<file path="config.mk">
export PLATFORM = sky130hd
export DESIGN_NAME = qam_demod
export DESIGN_NICKNAME = d
export VERILOG_FILES = /design/src/rtl/qam_demod.sv
export SDC_FILE = /design/constraint.sdc
export NUM_CORES = 1
export LEC_CHECK = 0
export CAP_MARGIN = 20
export CELL_PAD_IN_SITES_DETAIL_PLACEMENT = 0
export CELL_PAD_IN_SITES_GLOBAL_PLACEMENT = 2
export CORE_ASPECT_RATIO = 1.1
export CORE_MARGIN = 5
export CORE_UTILIZATION = 43
export CTS_CLUSTER_SIZE = 12
export DETAILED_ROUTE_END_ITERATION = 8
export PLACE_DENSITY_LB_ADDON = 0.1
export RECOVER_POWER = 50
export SLEW_MARGIN = 40
export SYNTH_ARGS = -nofsm -noshare
export SYNTH_HDL_FRONTEND = slang
export SYNTH_SLANG_ARGS = --single-unit
export TNS_END_PERCENT = 20
</file>
<file path="constraint.sdc">
create_clock -name clk -period 29.1 [get_ports clk]
set_clock_uncertainty 0.1 [all_clocks]
set_input_delay 5.82 -clock clk [delete_from_list [all_inputs] [get_ports clk]]
set_output_delay 5.82 -clock clk [all_outputs]
set_load 0.05 [all_outputs]
</file>
<file path="src/rtl/qam_demod.sv">
// Coherent QPSK demodulator: integrate-and-dump over a 128-clock carrier period,
// energy-based silence detection and a SEARCH/REST/ACTIVE frame tracker.
module qam_demod #(
   parameter logic [25:0] SILENCE_TH = 26'd262144,
   parameter logic [5:0]  FRAME_LEN  = 6'd32,
   parameter logic [4:0]  REST_LEN   = 5'd16
) (
   input  logic              clk,
   input  logic              reset,
   input  logic signed [8:0] mod_in,
   input  logic signed [8:0] GetSin,
   input  logic signed [8:0] GetCos,
   output logic [6:0]        demod_read,
   output logic [1:0]        conv_out,
   output logic              conv_valid,
   output logic              frame_start,
   output logic              rest_active,
   output logic              frame_err,
   output logic [5:0]        sym_count
);

   typedef enum logic [1:0] {SEARCH, REST, ACTIVE} state_t;

   state_t             state;
   logic signed [8:0]  sin_d, cos_d;
   logic signed [17:0] p_i, p_q;
   logic signed [24:0] acc_i, acc_q, fin_i, fin_q;
   logic [24:0]        mag_i, mag_q;
   logic [25:0]        energy;
   logic               silent, decide, primed;
   logic [1:0]         sym_bits;

   assign p_i = 18'(mod_in) * 18'(cos_d);
   assign p_q = 18'(mod_in) * 18'(sin_d);

   assign fin_i = acc_i + 25'(p_i);
   assign fin_q = acc_q + 25'(p_q);

   assign mag_i  = fin_i[24] ? $unsigned(-fin_i) : $unsigned(fin_i);
   assign mag_q  = fin_q[24] ? $unsigned(-fin_q) : $unsigned(fin_q);
   assign energy = {1'b0, mag_i} + {1'b0, mag_q};
   assign silent = energy < SILENCE_TH;

   assign sym_bits = {fin_i[24], fin_q > 25'sd0};

   // The demod_read==0 right after reset closes no window, so it is not a decision.
   assign decide = (demod_read == 7'd0) && primed;

   always_ff @(posedge clk) begin
      if (reset) begin
         demod_read  <= '0;
         sin_d       <= '0;
         cos_d       <= '0;
         acc_i       <= '0;
         acc_q       <= '0;
         primed      <= 1'b0;
         state       <= SEARCH;
         conv_out    <= '0;
         conv_valid  <= 1'b0;
         frame_start <= 1'b0;
         frame_err   <= 1'b0;
         sym_count   <= '0;
         rest_active <= 1'b1;
      end else begin
         // NOTE: every state register here uses <= so all updates see pre-edge values.
         demod_read  <= demod_read + 7'd1;
         sin_d       <= GetSin;
         cos_d       <= GetCos;
         primed      <= 1'b1;
         conv_valid  <= 1'b0;
         frame_start <= 1'b0;
         frame_err   <= 1'b0;

         if (demod_read == 7'd0) begin
            acc_i <= '0;
            acc_q <= '0;
         end else begin
            acc_i <= fin_i;
            acc_q <= fin_q;
         end

         if (decide) begin
            case (state)
               SEARCH: begin
                  if (silent) state <= REST;
               end
               REST: begin
                  if (!silent) begin
                     state       <= ACTIVE;
                     rest_active <= 1'b0;
                     sym_count   <= 6'd1;
                     conv_valid  <= 1'b1;
                     frame_start <= 1'b1;
                     conv_out    <= sym_bits;
                  end
               end
               ACTIVE: begin
                  if (!silent) begin
                     conv_valid <= 1'b1;
                     conv_out   <= sym_bits;
                     // A full frame followed directly by data starts the next frame.
                     if (sym_count < FRAME_LEN) begin
                        sym_count <= sym_count + 6'd1;
                     end else begin
                        sym_count   <= 6'd1;
                        frame_start <= 1'b1;
                     end
                  end else begin
                     state       <= REST;
                     rest_active <= 1'b1;
                     sym_count   <= '0;
                     frame_err   <= (sym_count < FRAME_LEN);
                  end
               end
               default: begin
                  state       <= SEARCH;
                  rest_active <= 1'b1;
               end
            endcase
         end
      end
   end

endmodule

</file>
==> flow_summary.yaml <==
run_status:
  outcome: "complete, but fails checks"
  violations: "capacitance limit, slew limit"
synthesis:
  synth_nets: 2063
  seq_area_frac_synth_pct: 12.48
  async_reset_ff_share_pct: 0
  syn-instance-count: 1676
  synthFlopType: "dfxtp_1"
  synth_cell_types: 84
  synth-seq-cells: 90
  synth_top_cell_area_share_pct: 27.73
  post_synth.cell_area_avg_um2: 8.614
  yosysWarnings: 0
  synth_area_leaders: "fa_1 28%, ha_1 14%, dfxtp_1 12%, inv_1 8.7%, nand2_1 3.7%"
  synth_top_cell_by_area: "fa_1"
  synth_edf_count: 0
  syn-cell-area_um2: 14440
route:
  dr_total_vias: 11045
  route.detailed.drc: 0
  drt_iter0_markers: 530
  routed_via_density: 5.200
  wire_per_inst_um: 16.11
  dr.pass1.iters: 5
  drtAntennaViolNets: 0
  wl_um: 34220
grt:
  grt_use_total_pct: 19.65
  antenna_found_initial: 0
  grt_max_degree: 38
  first_global_vias: 11691
  gr-total-overflow: 0
  grt_pass1_wl_um: 59360
hold_path:
  hp-start: "conv_out[0]$_SDFFE_PP0P_"
  hp-class: "reg2reg"
  min_delay_worst_endpoint: "conv_out[0]$_SDFFE_PP0P_"
  hold_depth: 2
clock_network:
  cts_max_level: 3
  clkTransAtPathRegs_ns: 0.07
  clkSinkCount: 90
  cts_tree: "done"
  postCtsSetupBuffers: 0
  cts_root_buffer: "clkbuf_16"
  postCtsHoldBufs: 0
  cts_resized: 0
  clk_latency_ns: 0.38
  cts_buffers: 9
  ctsLongestPathBuffers: 2
cells_and_area:
  fillers: 3300
  final_common_cell: "inv_1"
  nets: 2073
  syn2layout_area_growth_pct: 7.756
  drive_gt1_share_pct: 3.844
  mostFrequentLayoutCells: "333 x inv_1, 200 x fa_1, 158 x ha_1"
critical_path:
  critPathRequiredTime_ns: 29.26
  startpoint_type: "input port"
  cp_slowest_cell: "clkdlybuf4s50_1"
  cp.arrival_ns: 15.82
  ff2ff_setup_slack_ns: 19.29
  critPathKind: "in2reg"
  r2r-start: "cos_d[0]$_SDFF_PP0_"
  r2r-end: "sym_count[1]$_SDFFE_PP0P_"
  worst_setup_path_end_kind: "register"
  max_stage_delay_ns: 0.93
  path_max_fanout: 27
  worst_r2r_path_depth: 30
placed_design:
  gp_congestion: 0.8283
  place_hpwl_um: 27980
  pre_cts_ws_ns: 13.05
  portBuffers: 47
floorplanning:
  initial_utilization_pct: 43.49
  dieHeight_um: 202.2
  io_pins: 48
  die_area_um2: 37340
  core_area_um2: 33190
  num_rows: 70
  die_w_um: 184.7
sta:
  slew_violations: 91
  timing.final.crit_share_pct: 53.82
  fmax_ghz: 0.06386
  setup_ws_ns: 13.44
  tightest_slew_ns: 2.701
  hold_violations: 0
  setup_viol: 0
  period_minus_slack_ns: 15.66
  tns_ns: 0
  max-slew-margin-rel_pct: -80.10
  rsz0062_at_grt: "false"
flow_run:
  max_cap_viol_count: 3
[worst max-delay path, delay by kind of cell]
| kind | cells | cell delay [ns] |
|---|---|---|
| buffers and inverters | 7 | 1.81 |
| AOI/OAI and AO/OA | 11 | 2.42 |
| xor gates and xnor gates | 1 | 0.18 |
| adders and majority gates | 7 | 3.89 |
| and+or+nand+nor | 5 | 1.67 |
[per-layer routing]
metal	wire [um]	track usage [%]
met1	16460	27.46
met5	0	0
met4	712	5.244
met3	940	2.412
met2	16110	32.30
[per-stage QoR]
stage                     hold slack [ns]  std cells  cell area, um^2  util (%)
after floorplan                    0.3842       1676            14440         -
after global placement             0.3657       2107            15280     46.02
after detailed placement           0.3614       2107            15290     46.06
after CTS                          0.3765       2123            15590     46.96
after global routing               0.4041       2123            15550     46.86
final                              0.3771       2124            15560     46.87
[how the worst max path moves through the flow]
stage	depth (start not counted)	end	startpoint
detailed placement	31	sym_count[1]$_SDFFE_PP0P_	mod_in[8]
global placement	30	sym_count[1]$_SDFFE_PP0P_	mod_in[8]
CTS	31	sym_count[1]$_SDFFE_PP0P_	mod_in[8]
global route	31	sym_count[1]$_SDFFE_PP0P_	mod_in[8]
finish	31	sym_count[1]$_SDFFE_PP0P_	mod_in[8]
floorplan	33	sym_count[1]$_SDFFE_PP0P_	mod_in[8]
[flip-flops by register name, indices dropped and copies added (netlist names), 2 cells and up]
signal / flops
conv_out: 2
sin_d: 9
cos_d: 9
acc_i: 25
state: 2
sym_count: 6
demod_read: 7
acc_q: 25
[cell type report]
cell class	count	area [um^2]	area share [%]
timing repair buffer	54	484.2	3.112
inverter	336	1261	8.107
sequential	90	1802	11.58
tap	432	540.5	3.474
antenna	1	2.502	0.01608
clock inverter	4	51.30	0.3297
clock buffer	12	246.5	1.584
multi-input combinational	1195	11170	71.80
[Yosys cell counts, types with 10 or more instances]
cell / count
dfxtp_1: 90
a21oi_1: 57
nand3_1: 25
a211oi_1: 14
nand2b_1: 11
fa_1: 200
nand2_1: 141
xor2_1: 40
ha_1: 158
xnor2_1: 46
and3_1: 16
nand3b_1: 10
nor2_1: 90
o21a_1: 18
clkbuf_1: 41
o31ai_1: 11
inv_1: 333
buf_2: 11
o21ai_0: 45
nor3_1: 25
and2_1: 79
a21o_1: 21
nor2b_1: 28
[cells by family after synthesis]
kind of cell    count (synthesis)  share of synthesized area, %
compound gates                269                         13.42
fa+ha+maj                     358                         41.42
buf+inv                       391                         10.31
xor+xnor                       86                         5.217
mux                             3                        0.2080
flops                          90                         12.48
simple gates                  479                         16.93
Power is not shown: default switching activity piles up to over one toggle a cycle in this logic, so the estimate is an artifact.
